### config.mk
export PLATFORM = sky130hd
export DESIGN_NAME = fpu_utils_rsinfo_pipe_flat
export DESIGN_NICKNAME = d
export VERILOG_FILES = /design/src/rtl/fpu_utils_rsinfo_pipe_if.sv /design/src/rtl/fpu_utils_rsinfo_pipe.sv /design/src/flat_wrapper.sv
export SDC_FILE = /design/constraint.sdc
export NUM_CORES = 1
export LEC_CHECK = 0
export BUFFER_PORTS_ARGS = -buffer_cell sky130_fd_sc_hd__clkbuf_2
export CAP_MARGIN = 40
export CORE_ASPECT_RATIO = 0.9
export CORE_MARGIN = 4
export CORE_UTILIZATION = 51
export DETAILED_ROUTE_END_ITERATION = 10
export GPL_TIMING_DRIVEN = 0
export PLACE_DENSITY = 0.75
export REMOVE_ABC_BUFFERS = 1
export SYNTH_ARGS = -nofsm -noshare
export SYNTH_HDL_FRONTEND = slang
export SYNTH_SLANG_ARGS = --single-unit
### constraint.sdc
create_clock -name i_clk -period 12.5 [get_ports i_clk]
set_input_delay 0 -clock i_clk [delete_from_list [all_inputs] [get_ports i_clk]]
set_output_delay 0 -clock i_clk [all_outputs]
set_load 0.005 [all_outputs]
### src/rtl/fpu_utils_rsinfo_pipe_if.sv
// Shared FPU format/type package and the handshake interface of the operand-info pipeline stage.
// The package lives here so it is compiled ahead of both the interface and the stage.
package fpu_pkg;

  typedef enum logic [2:0] {
    FP32    = 3'd0,
    FP64    = 3'd1,
    FP16    = 3'd2,
    FP8     = 3'd3,
    FP16ALT = 3'd4
  } fp_format_e;

  typedef struct packed {
    logic is_normal;
    logic is_subnormal;
    logic is_zero;
    logic is_inf;
    logic is_nan;
    logic is_signalling;
    logic is_quiet;
  } fp_info_t;

  typedef struct packed {
    logic any_inf;
    logic any_nan;
    logic any_signalling_nan;
  } fp_info_any_t;

  function automatic int unsigned exp_bits(input fp_format_e fmt);
    case (fmt)
      FP64:      return 11;
      FP16, FP8: return 5;
      default:   return 8;
    endcase
  endfunction

  function automatic int unsigned man_bits(input fp_format_e fmt);
    case (fmt)
      FP64:    return 52;
      FP16:    return 10;
      FP8:     return 2;
      FP16ALT: return 7;
      default: return 23;
    endcase
  endfunction

  function automatic int unsigned fp_width(input fp_format_e fmt);
    return 1 + exp_bits(fmt) + man_bits(fmt);
  endfunction

endpackage

interface fpu_utils_rsinfo_pipe_if #(
  parameter int unsigned RS_NUM  = 3,
  parameter int unsigned REG_LEN = 32
);
  logic                               i_valid;
  logic                               o_ready;
  logic [RS_NUM:1][REG_LEN-1:0]       i_rs;
  logic                               i_clr_sticky;
  logic                               o_valid;
  logic                               i_ready;
  logic [RS_NUM:1][REG_LEN-1:0]       o_rs;
  fpu_pkg::fp_info_t [RS_NUM:1]       o_rs_info;
  fpu_pkg::fp_info_any_t              o_rs_info_any;
  logic [RS_NUM:1][9:0]               o_rs_class;
  logic                               o_sticky_snan;

  // Upstream producer and downstream consumer seen as one agent.
  modport master (
    output i_valid, i_rs, i_clr_sticky, i_ready,
    input  o_ready, o_valid, o_rs, o_rs_info, o_rs_info_any, o_rs_class, o_sticky_snan
  );

  modport slave (
    input  i_valid, i_rs, i_clr_sticky, i_ready,
    output o_ready, o_valid, o_rs, o_rs_info, o_rs_info_any, o_rs_class, o_sticky_snan
  );
endinterface

### src/rtl/fpu_utils_rsinfo_pipe.sv
// Registered, handshaked operand classifier (per-operand info, fclass mask, sticky sNaN flag).
// Optional NaN-box checking of the upper operand bits is enabled with macro FPU_RSINFO_NANBOX_EN.
module fpu_utils_rsinfo_pipe
  import fpu_pkg::*;
#(
  parameter fp_format_e  FP_FMT  = fp_format_e'(0),
  parameter int unsigned RS_NUM  = 3,
  parameter int unsigned REG_LEN = fp_width(FP_FMT),
  parameter bit          SKID    = 1'b1
) (
  input logic                    i_clk,
  input logic                    i_rst_n,
  fpu_utils_rsinfo_pipe_if.slave bus
);

  localparam int unsigned EXP_BITS = exp_bits(FP_FMT);
  localparam int unsigned MAN_BITS = man_bits(FP_FMT);
  localparam int unsigned FLEN     = fp_width(FP_FMT);

  localparam logic [FLEN-1:0] CANON_QNAN =
    {1'b0, {EXP_BITS{1'b1}}, 1'b1, {(MAN_BITS-1){1'b0}}};

  typedef struct packed {
    logic [RS_NUM:1][REG_LEN-1:0] rs;
    fp_info_t [RS_NUM:1]          info;
    fp_info_any_t                 any;
    logic [RS_NUM:1][9:0]         cls;
  } stage_t;

  function automatic fp_info_t classify(input logic [FLEN-1:0] v);
    logic [EXP_BITS-1:0] expo;
    logic [MAN_BITS-1:0] man;
    logic                exp_ones;
    logic                exp_zero;
    logic                man_zero;
    fp_info_t            info;
    expo     = v[FLEN-2 -: EXP_BITS];
    man      = v[MAN_BITS-1:0];
    exp_ones = &expo;
    exp_zero = ~|expo;
    man_zero = ~|man;
    info               = '0;
    info.is_normal     = !exp_ones && !exp_zero;
    info.is_inf        = exp_ones && man_zero;
    info.is_nan        = exp_ones && !man_zero;
    info.is_zero       = exp_zero && man_zero;
    info.is_subnormal  = exp_zero && !man_zero;
    info.is_signalling = info.is_nan && !man[MAN_BITS-1];
    info.is_quiet      = info.is_nan && man[MAN_BITS-1];
    return info;
  endfunction

  function automatic logic [9:0] fclass(input logic sign, input fp_info_t info);
    logic [9:0] cls;
    cls    = '0;
    cls[0] = sign && info.is_inf;
    cls[1] = sign && info.is_normal;
    cls[2] = sign && info.is_subnormal;
    cls[3] = sign && info.is_zero;
    cls[4] = !sign && info.is_zero;
    cls[5] = !sign && info.is_subnormal;
    cls[6] = !sign && info.is_normal;
    cls[7] = !sign && info.is_inf;
    cls[8] = info.is_signalling;
    cls[9] = info.is_quiet;
    return cls;
  endfunction

  logic [RS_NUM:1][FLEN-1:0] lane_val;
  fp_info_t [RS_NUM:1]       lane_info;
  logic [RS_NUM:1][9:0]      lane_cls;

  for (genvar k = 1; k <= RS_NUM; k++) begin : g_lane
`ifdef FPU_RSINFO_NANBOX_EN
    if (REG_LEN > FLEN) begin : g_box
      // An improperly boxed narrow value reads as the canonical quiet NaN.
      assign lane_val[k] = (&bus.i_rs[k][REG_LEN-1:FLEN]) ? bus.i_rs[k][FLEN-1:0] : CANON_QNAN;
    end else begin : g_raw
      assign lane_val[k] = bus.i_rs[k][FLEN-1:0];
    end
`else
    assign lane_val[k] = bus.i_rs[k][FLEN-1:0];
`endif
    assign lane_info[k] = classify(lane_val[k]);
    assign lane_cls[k]  = fclass(lane_val[k][FLEN-1], lane_info[k]);
  end

  stage_t d;

  // NOTE: every field gets a default before the loop so the block stays purely combinational.
  always_comb begin
    d      = '0;
    d.rs   = bus.i_rs;
    d.info = lane_info;
    d.cls  = lane_cls;
    for (int k = 1; k <= RS_NUM; k++) begin
      d.any.any_inf            = d.any.any_inf | lane_info[k].is_inf;
      d.any.any_nan            = d.any.any_nan | lane_info[k].is_nan;
      d.any.any_signalling_nan = d.any.any_signalling_nan | lane_info[k].is_signalling;
    end
  end

  stage_t main_q;
  stage_t skid_q;
  logic   main_valid;
  logic   skid_valid;
  logic   ready_q;
  logic   sticky_q;
  logic   ready;
  logic   in_xfer;
  logic   out_xfer;

  assign ready    = SKID ? ready_q : (!main_valid || bus.i_ready);
  assign in_xfer  = bus.i_valid && ready;
  assign out_xfer = main_valid && bus.i_ready;

  // NOTE: state registers use non-blocking assignments so every flop samples pre-edge values.
  always_ff @(posedge i_clk) begin
    if (!i_rst_n) begin
      main_valid <= 1'b0;
      main_q     <= '0;
      skid_valid <= 1'b0;
      ready_q    <= 1'b1;
      sticky_q   <= 1'b0;
    end else begin
      if (out_xfer && main_q.any.any_signalling_nan) begin
        sticky_q <= 1'b1;
      end else if (bus.i_clr_sticky) begin
        sticky_q <= 1'b0;
      end

      if (!main_valid || out_xfer) begin
        if (SKID && skid_valid) begin
          main_q     <= skid_q;
          main_valid <= 1'b1;
          skid_valid <= 1'b0;
          ready_q    <= 1'b1;
        end else if (in_xfer) begin
          main_q     <= d;
          main_valid <= 1'b1;
        end else begin
          main_valid <= 1'b0;
        end
      end else if (SKID && in_xfer) begin
        // Main entry is stalled: park the newcomer and stop accepting.
        skid_valid <= 1'b1;
        ready_q    <= 1'b0;
      end
    end
  end

  // NOTE: skid payload needs no reset; it is only observed through skid_valid, which is reset.
  always_ff @(posedge i_clk) begin
    if (SKID && in_xfer && main_valid && !out_xfer) begin
      skid_q <= d;
    end
  end

  assign bus.o_ready       = ready;
  assign bus.o_valid       = main_valid;
  assign bus.o_rs          = main_q.rs;
  assign bus.o_rs_info     = main_q.info;
  assign bus.o_rs_info_any = main_q.any;
  assign bus.o_rs_class    = main_q.cls;
  assign bus.o_sticky_snan = sticky_q;

endmodule

### src/flat_wrapper.sv
// flat-port wrapper written by rule: the top's interface ports become plain ports
module fpu_utils_rsinfo_pipe_flat import fpu_pkg::*;
#(
  parameter fp_format_e  FP_FMT  = fp_format_e'(0),
  parameter int unsigned RS_NUM  = 3,
  parameter int unsigned REG_LEN = fp_width(FP_FMT),
  parameter bit          SKID    = 1'b1
)
  (i_clk, i_rst_n, bus_i_valid, bus_i_rs, bus_i_clr_sticky, bus_i_ready, bus_o_ready, bus_o_valid, bus_o_rs, bus_o_rs_info, bus_o_rs_info_any, bus_o_rs_class, bus_o_sticky_snan);
  fpu_utils_rsinfo_pipe_if #(.RS_NUM(RS_NUM), .REG_LEN(REG_LEN)) bus_i ();
  input logic i_clk;
  input logic i_rst_n;
  input wire logic [$bits(bus_i.i_valid)-1:0] bus_i_valid;
  input wire logic [$bits(bus_i.i_rs)-1:0] bus_i_rs;
  input wire logic [$bits(bus_i.i_clr_sticky)-1:0] bus_i_clr_sticky;
  input wire logic [$bits(bus_i.i_ready)-1:0] bus_i_ready;
  output wire logic [$bits(bus_i.o_ready)-1:0] bus_o_ready;
  output wire logic [$bits(bus_i.o_valid)-1:0] bus_o_valid;
  output wire logic [$bits(bus_i.o_rs)-1:0] bus_o_rs;
  output wire logic [$bits(bus_i.o_rs_info)-1:0] bus_o_rs_info;
  output wire logic [$bits(bus_i.o_rs_info_any)-1:0] bus_o_rs_info_any;
  output wire logic [$bits(bus_i.o_rs_class)-1:0] bus_o_rs_class;
  output wire logic [$bits(bus_i.o_sticky_snan)-1:0] bus_o_sticky_snan;
  assign bus_i.i_valid = bus_i_valid;
  assign bus_i.i_rs = bus_i_rs;
  assign bus_i.i_clr_sticky = bus_i_clr_sticky;
  assign bus_i.i_ready = bus_i_ready;
  assign bus_o_ready = bus_i.o_ready;
  assign bus_o_valid = bus_i.o_valid;
  assign bus_o_rs = bus_i.o_rs;
  assign bus_o_rs_info = bus_i.o_rs_info;
  assign bus_o_rs_info_any = bus_i.o_rs_info_any;
  assign bus_o_rs_class = bus_i.o_rs_class;
  assign bus_o_sticky_snan = bus_i.o_sticky_snan;
  fpu_utils_rsinfo_pipe #(.FP_FMT(FP_FMT), .RS_NUM(RS_NUM), .REG_LEN(REG_LEN), .SKID(SKID)) u_core (.i_clk(i_clk), .i_rst_n(i_rst_n), .bus(bus_i));
endmodule
# ---- Yosys cells after proc, flatten, opt, wreduce, memory -nomap -nowiden
# Index checks and enable logic that the tools add are counted.
# W data, S select, Z words.
dict set report totals {
  register_bits 304
  inputBits 101
  output_inout_bits 153
  wordCells 164
}
dict set report op_classes {
  n_eq_ne 1
  n_mux 9
  bitwise_logic 7
  reduce_logical 83
}
# operator n
set op_table {}
lappend op_table {{$mux W150} 2}
lappend op_table {{$reduce_or A23 Y1} 3}
lappend op_table {{$logic_and A1 B1 Y1} 50}
lappend op_table {{$reduce_and A8 Y1} 3}
lappend op_table {{$reduce_or A8 Y1} 3}
lappend op_table {{$logic_not A1 Y1} 17}
lappend op_table {{$mux W1} 7}
lappend op_table {{$or A1 B1 Y1} 6}
lappend op_table {{$reduce_bool A2 Y1} 3}
lappend op_table {{$reduce_and A2 Y1} 2}
lappend op_table {{$ne A2 B1 Y1 const B} 1}
lappend op_table {{$reduce_or A2 Y1} 1}
lappend op_table {{$logic_or A1 B1 Y1} 1}
lappend op_table {{$not A1 Y1} 1}

# ---- Depth between registers and ports, before layout
# Gate-level depths: netlist (run 1).
dict set report logic_depth {
  depth_word 7
  depth_mapped 7
  depth_no_buf 5
}

# ---- Least setup slack after synthesis (run 1)
# OpenSTA, ideal clock, no wires.
dict set report synth_timing {
  path_type {register to register}
  from {register u_core.main_valid (netlist: u_core.bus.o_valid)}
  to {register u_core.skid_q[0] (netlist bit) (enable)}
  setup_ps 522
  t_arrival_ps 4033
  required_ps 11978
  slack_ps 7945
  stages_incl_launch_ff 3
  n_path_buf 0
  synth_period_minus_slack_ps 4555
  path_cell_list {dfxtp_1 nor2b_1 and3_1}
}
dict set report synth_via {
  elab_chain_len 3
  word_cells_on_any_way 4
  cone_classes {4 x reduce/logical}
}
# element line_no
set synth_lines {}
lappend synth_lines {{start: declaration} fpu_utils_rsinfo_pipe.sv:105} ;# logic main_valid;
lappend synth_lines {{start signal: assignment} fpu_utils_rsinfo_pipe.sv:120} ;# main_valid <= 1'b0;
lappend synth_lines {{start signal: assignment} fpu_utils_rsinfo_pipe.sv:135} ;# main_valid <= 1'b1;
lappend synth_lines {{start signal: assignment} fpu_utils_rsinfo_pipe.sv:140} ;# main_valid <= 1'b1;
lappend synth_lines {{$logic_and A1 B1 Y1} fpu_utils_rsinfo_pipe.sv:115} ;# assign out_xfer = main_valid && bus.i_ready;
lappend synth_lines {{$logic_not A1 Y1} fpu_utils_rsinfo_pipe.sv:154} ;# if (SKID && in_xfer && main_valid && !out_xfer) begin
lappend synth_lines {{$logic_and A1 B1 Y1 (*)} fpu_utils_rsinfo_pipe.sv:154}
lappend synth_lines {{end signal: assignment} fpu_utils_rsinfo_pipe.sv:155} ;# skid_q <= d;
lappend synth_lines {{end: declaration} fpu_utils_rsinfo_pipe.sv:104} ;# stage_t skid_q;
# Mark *: on every way between the ends. The rest lies on a longest branch, timed or not.
# A chain may end at the register's enable or synchronous reset.

# ---- Final worst setup path (run 1)
dict set report layout_timing {
  from {register u_core.skid_valid}
  to {register u_core.main_q, in the netlist u_core.bus.o_rs[54]}
}
dict set report layout_via {
  elab_chain_len 2
  word_cells_on_any_way 3
  cone_classes {1 x mux; 2 x reduce/logical}
}
# element line_no
set layout_lines {}
lappend layout_lines {{start: declaration} fpu_utils_rsinfo_pipe.sv:106} ;# logic skid_valid;
lappend layout_lines {{start signal: assignment} fpu_utils_rsinfo_pipe.sv:122} ;# skid_valid <= 1'b0;
lappend layout_lines {{start signal: assignment} fpu_utils_rsinfo_pipe.sv:136} ;# skid_valid <= 1'b0;
lappend layout_lines {{start signal: assignment} fpu_utils_rsinfo_pipe.sv:146} ;# skid_valid <= 1'b1;
lappend layout_lines {{$reduce_bool A2 Y1 (no source line)} --}
lappend layout_lines {{$reduce_and A2 Y1 (no source line)} --}
lappend layout_lines {{end signal: assignment} fpu_utils_rsinfo_pipe.sv:134} ;# main_q <= skid_q;
lappend layout_lines {{end: declaration} fpu_utils_rsinfo_pipe.sv:103} ;# stage_t main_q;
# Several ways; a longest one is shown, not always the timed one.

==> flow_summary.toml, run 1 <==
[place]
gp_congestion = 0.754
place_area_um2 = 13400
portBuffers = 253
placed_cells = 1463
place_hpwl_um = 18100
dp_slack_ps = 9960

[synth]
synth_ff_type = "dfxtp_1"
ys_ff_latch = 292
ys_types = 46
yosysWarnings = 0
synthCells = 979
syn_area_per_cell_um2 = 12.0
yosysTopAreaCell = "edfxtp_1"
syn_area_um2 = 11800
synth_top_area_share_pct = 36.7
yosysSeqAreaShare_pct = 61.8
synthArstFlopShare_pct = 0
synth.area.top_cells = "edfxtp_1 (37%), dfxtp_1 (25%), o211a_1 (8.9%)"
synth_edf_count = 144

[timing]
fin_crit_sh_pct = 20.5
maxSlewHeadroom_pct = 66.4
setup_viol = 0
skew_ps = 8.93
rsz0062_at_grt = "false"
setup_ws_ps = 9940
final.min_clock_period_ps = 2560
finalHoldViolCount = 0
worst_pin_slew_ps = 503
final-max-slew-violation-count = 0
finalSetupTns_ps = 0
fmax_mhz = 391

[clocking]
cts_setup_buffers = 0
path_clk_slew_ps = 60
worstSkewPairLatency_ps = 540
cts_root_buffer = "clkbuf_16"
postCtsResizedCells = 0
clockBufferDepth = 3
htree_levels = 1
cts_buffers = 30
clock_sinks = 292
cts_tree = "yes"

[routing]
drt_iter0_markers = 694
drcViolationCount = 0
firstDrtPassIters = 6
via_per_inst = 5.61
drtAntennaViolNets = 0
finalWirelength_um = 29500
wire_per_inst_um = 18.2
vias = 9097

[power]
leakagePower_nw = 6.98
power_density_nw_per_um2 = 143
vdd_drop_max_mv = 0.100

[floorplan]
io_pins = 254
die_w_um = 168
die_h_um = 152
initial_core_util_pct = 52.1
row_count = 52
fp.dieArea_um2 = 25600
design.core.area_um2 = 22600

[worst_setup_path]
worst-path-max-fanout = 52
slowest_delay_ps = 550
critPathKind = "reg2reg"
cp.required_ps = 12930
critical_path.top_delay_family = "buffers and inverters"
path_buf_inv = 4
cp-end-kind = "flop"
cp-start-kind = "flop"
cp_cell_sequence = "buf_16 > a21oi_1 > nor2_4 > buf_12 > buf_12 > buf_16 > o211ai_1 > o211a_1"
arrival_ps = 2990
cpMaxStageDelayCell = "dfxtp_4"

[finish]
instances_no_fill = 1622
nets = 1402
drive_above_1_share_pct = 25.7
area_growth_pct = 31.3
fin_area_um2 = 15500
insertedDiodeCount = 0

[worst_hold_path]
hp-class = "in2reg"

[job]
cap_violations = 0

[grt]
gr-total-overflow = 0
grt_pass1_vias = 9216
grt_use_total_pct = 22.4
grt_pass1_wl_um = 48200
antenna_found_initial = 0
grt_max_degree = 87

[run_status]
status = "completed"
-- cell usage in the layout (no fill, tap or decap), types with 6 or more instances in the layout --
| master | n |
|---|---|
| or3_1 | 14 |
| nor2_1 | 33 |
| mux2i_1 | 96 |
| clkbuf_16 | 32 |
| o2111ai_1 | 6 |
| o21ai_0 | 38 |
| a31oi_1 | 6 |
| clkinv_2 | 10 |
| a21oi_1 | 42 |
| o211ai_1 | 10 |
| buf_16 | 9 |
| nand3_1 | 13 |
| edfxtp_1 | 144 |
| nand4_1 | 6 |
| clkbuf_2 | 252 |
| clkbuf_8 | 9 |
| nor3_1 | 15 |
| inv_1 | 20 |
| nor4_1 | 20 |
| o211a_1 | 105 |
| nand2_1 | 130 |
| dfxtp_1 | 147 |
| dlygate4sd3_1 | 103 |
-- cell usage after synthesis (3+ instances only) --
cell type / count
nand4_1: 6
a31oi_1: 6
or2_1: 4
nor4_2: 5
clkbuf_1: 40
buf_2: 25
o2111ai_1: 6
o21a_1: 4
buf_4: 6
o211a_1: 105
or3_1: 14
nand3_1: 13
nand2b_1: 3
edfxtp_1: 144
nor2_1: 33
mux2i_1: 96
o21bai_1: 4
o21ai_1: 3
o21ai_0: 38
nor3_1: 15
nor4_1: 20
nand2_1: 130
dfxtp_1: 148
a221oi_1: 3
buf_1: 9
a21oi_1: 42
inv_1: 20
o311a_1: 3
nor4_4: 3
o211ai_1: 10
-- path summary, 6_finish.rpt --
kind / slack (ps) / depth (start not counted) / end / start
setup reg to reg: 9940 / 8 / u_core.bus.o_rs[54] / u_core.skid_valid
hold / removal: 220 / 2 / u_core.skid_q[58] / bus_i_rs[4]
hold reg to reg: 450 / 2 / u_core.bus.o_rs_class[7] / u_core.bus.o_rs_class[7]
setup / recovery: 9940 / 8 / u_core.bus.o_rs[54] / u_core.skid_valid
-- stage by stage --
stage	hold WS, ps	power, mW	util [%]
after global placement	211	1.31	57.8
after CTS	190	2.23	68.4
after global routing	210	2.30	68.4
final	216	2.21	68.4
after floorplan	61.9	1.20	-
after detailed placement	213	1.31	59.4
-- report_power, final --
part	switching [mW]	total [mW]	internal, mW
Sequential	0.0258	1.08	1.05
Clock	0.360	0.892	0.532
Combinational	0.124	0.239	0.116
-- flip-flops by register name, indices dropped and copies added (netlist names) --
register	flops
u_core.bus.o_ready	1
u_core.bus.o_rs	96
u_core.bus.o_rs_class	30
u_core.bus.o_rs_info	15
u_core.bus.o_rs_info_any	3
u_core.bus.o_sticky_snan	1
u_core.bus.o_valid	1
u_core.skid_q	144
u_core.skid_valid	1
-- cells by family (layout without fill, tap and decap cells) --
group           after synthesis  in the layout  share of synthesized area (%)
simple gates                261            261                           11.1
compound gates              230            230                           15.3
flops                       292            292                           61.8
buf+inv                     100            446                           3.64
mux                          96             96                           8.15
-- layer usage --
layer / vias up / GRT usage, % / routed length, µm
met5: - / 0 / 0
met4: 0 / 5.83 / 704
met3: 59 / 4.51 / 1910
met2: 308 / 37.2 / 14300
met1: 4427 / 30.1 / 12600
li1: 4303 / - / -
-- repair_timing --
item	in CTS	in global routing
endpoints found under the hold margin	235	0
hold buffers	103	0
endpoints found under the setup margin	0	0
-- area by class of cell --
type	instances	area [µm²]
clock buffer	45	930
clock inverter	11	80.1
fill	1653	7150
inverter	20	75.1
multi-input combinational	587	4090
sequential	292	7290
tap	297	372
timing repair buffer	370	2650
Note: power is estimated with default switching activity, not from simulation.
==> inputs of run 2 (changes only) <==
- ABC_AREA: not set -> 1
- PLACE_DENSITY: 0.75 -> 0.76
- clock period: 12.5 -> 2.5 ns (I/O delays scaled with it)
==> flow_summary.toml, run 2 <==
[timing]
finalHoldViolCount = 0
rsz0062_at_grt = "false"
final.min_clock_period_ps = 2330
worst_pin_slew_ps = 817
fin_crit_sh_pct = 93.1
finalSetupTns_ps = 0
setup_ws_ps = 173
setup_viol = 0
maxSlewHeadroom_pct = 45.4
final-max-slew-violation-count = 0
skew_ps = 10.3
fmax_mhz = 430

[floorplan]
io_pins = 254
fp.dieArea_um2 = 24600
die_h_um = 149
row_count = 51
initial_core_util_pct = 52.1
die_w_um = 165
design.core.area_um2 = 21700

[synth]
synthArstFlopShare_pct = 0
synthCells = 1157
synth_top_area_share_pct = 38.3
synth.area.top_cells = "edfxtp_1 (38%), dfxtp_1 (26%), nand2_1 (9.2%)"
syn_area_um2 = 11300
synth_common_cells = "nand2_1 (276), dfxtp_1 (148), edfxtp_1 (144)"
ys_ff_latch = 292
synth_edf_count = 144
synth_ff_type = "dfxtp_1"
syn_area_per_cell_um2 = 9.77
ys_types = 27
yosysMostFrequentCell = "nand2_1"
yosysTopAreaCell = "edfxtp_1"
yosysSeqAreaShare_pct = 64.5
yosysWarnings = 0

[grt]
antenna_found_initial = 0
gr-total-overflow = 0
grt_max_degree = 77
grt_pass1_vias = 9807
grt_use_total_pct = 25.1
grt_pass1_wl_um = 50200

[worst_setup_path]
worst-path-max-fanout = 73
cp.required_ps = 2940
cp-start-kind = "flop"
arrival_ps = 2770
critPathKind = "reg2reg"
cp-end-kind = "flop"

[routing]
drtAntennaViolNets = 0
drcViolationCount = 0
firstDrtPassIters = 7
wire_per_inst_um = 18.0
vias = 9777
drt_iter0_markers = 791
via_per_inst = 5.47
finalWirelength_um = 32200

[finish]
insertedDiodeCount = 0
largest_reg_flops = 144
fin_area_um2 = 14800
drive_above_1_share_pct = 22.2
nets = 1576
area_growth_pct = 31.3
final_common_cell = "nand2_1"
final_cell_mix = "nand2_1 (276), clkbuf_2 (252), dfxtp_1 (147)"
fin_util_pct = 68.4
final.fill_count = 1666
largest_register = "u_core.skid_q"

[power]
pwr-share-comb_pct = 11.1
p_int_mw = 8.23
p_clk_share_pct = 39.1
vdd_drop_max_mv = 0.521
power_density_nw_per_um2 = 731
p_seq_share_pct = 49.8
p_sw_share_pct = 24.1
leakagePower_nw = 6.26
net-switching-power_mw = 2.61

[place]
dp_slack_ps = -574
gp_congestion = 0.770
place_area_um2 = 12800
portBuffers = 253
place_hpwl_um = 18700

[clocking]
worstSkewPairLatency_ps = 530
cts_buffers = 29
cts_tree = "yes"
path_clk_slew_ps = 60
cts_root_buffer = "clkbuf_16"
clockBufferDepth = 3
htree_levels = 1
clock_sinks = 292

[run_status]
status = "completed"

[job]
cap_violations = 0

[worst_hold_path]
hp-class = "in2reg"
run 2: cell count changes after synthesis, moves of 15 or more:
cell and change:
mux2i_1 -96, o21ai_0 +15, a21oi_1 +29, nor4_1 -20
a31oi_1 +91, inv_1 +15, nor2_1 +78, o21ai_1 +89
o211a_1 -105, nand2_1 +146
run 2: final cells by class:
| cell class | count | area, µm² | area share [%] |
|---|---|---|---|
| clock inverter | 14 | 101 | 0.683 |
| multi-input combinational | 745 | 3450 | 23.2 |
| inverter | 39 | 189 | 1.27 |
| timing repair buffer | 367 | 2590 | 17.5 |
| sequential | 292 | 7290 | 49.2 |
| clock buffer | 40 | 838 | 5.65 |
| tap | 291 | 364 | 2.45 |
| timing repair inverter | 1 | 8.76 | 0.0590 |
run 2: timing repair:
| action | CTS | global route |
|---|---|---|
| gates resized for setup | 3 | 4 |
| hold buffers | 101 | 0 |
| setup buffers | 1 | 0 |
| pin swaps | 0 | 1 |
| cloned | 2 | 1 |
| endpoints found under the setup margin | 126 | 66 |
| hold endpoints to repair | 247 | 0 |
run 2: metrics by stage:
stage / hold slack [ps] / instances / total power, mW
CTS: 79.7 / 1788 / 10.9
detailed placement: 212 / 1630 / 6.50
global placement: 209 / 1619 / 6.47
floorplan: 76.2 / 1075 / 5.95
finish: 102 / 1789 / 10.8
global route: 123 / 1789 / 11.3
run 2: cell families after synthesis:
group	Yosys count	share of synthesized area [%]
simple gates	427	15.1
compound gates	317	15.2
flops	292	64.5
buf+inv	121	5.23
run 2: power groups by stage:
stage	logic (mW)	clock network, mW	registers (mW)
2_1_floorplan	0.434	0	5.52
3_5_place_dp	1.00	0	5.50
5_1_grt	1.32	4.52	5.42
6_report	1.20	4.24	5.40
4_1_cts	1.18	4.32	5.40
3_3_place_gp	0.946	0	5.53
run 2: metal layers:
metal | vias to the layer above | wire length (µm) | GRT usage [%]
met4 | 0 | 732 | 6.69
li1 | 4661 | - | -
met2 | 412 | 15500 | 43.2
met5 | - | 0 | 0
met3 | 54 | 2780 | 6.13
met1 | 4650 | 13100 | 31.9
run 2: worst paths after layout:
check / from / end / slack (ps) / cells past startpoint
min reg2reg: u_core.bus.o_rs_class[4] / u_core.bus.o_rs_class[4] / 460 / 2
max reg2reg: u_core.skid_valid / u_core.bus.o_rs[10] / 170 / 7
min: i_rst_n / u_core.bus.o_ready / 100 / 2
max: u_core.skid_valid / u_core.bus.o_rs[10] / 170 / 7
run 2: critical path: stages (launching register included):
cell       delay [ps]
dfxtp_4           600
inv_16            160
nand2_2           230
nand2_8           210
clkinv_16         210
buf_16            280
o21ai_0           190
a31oi_1           240
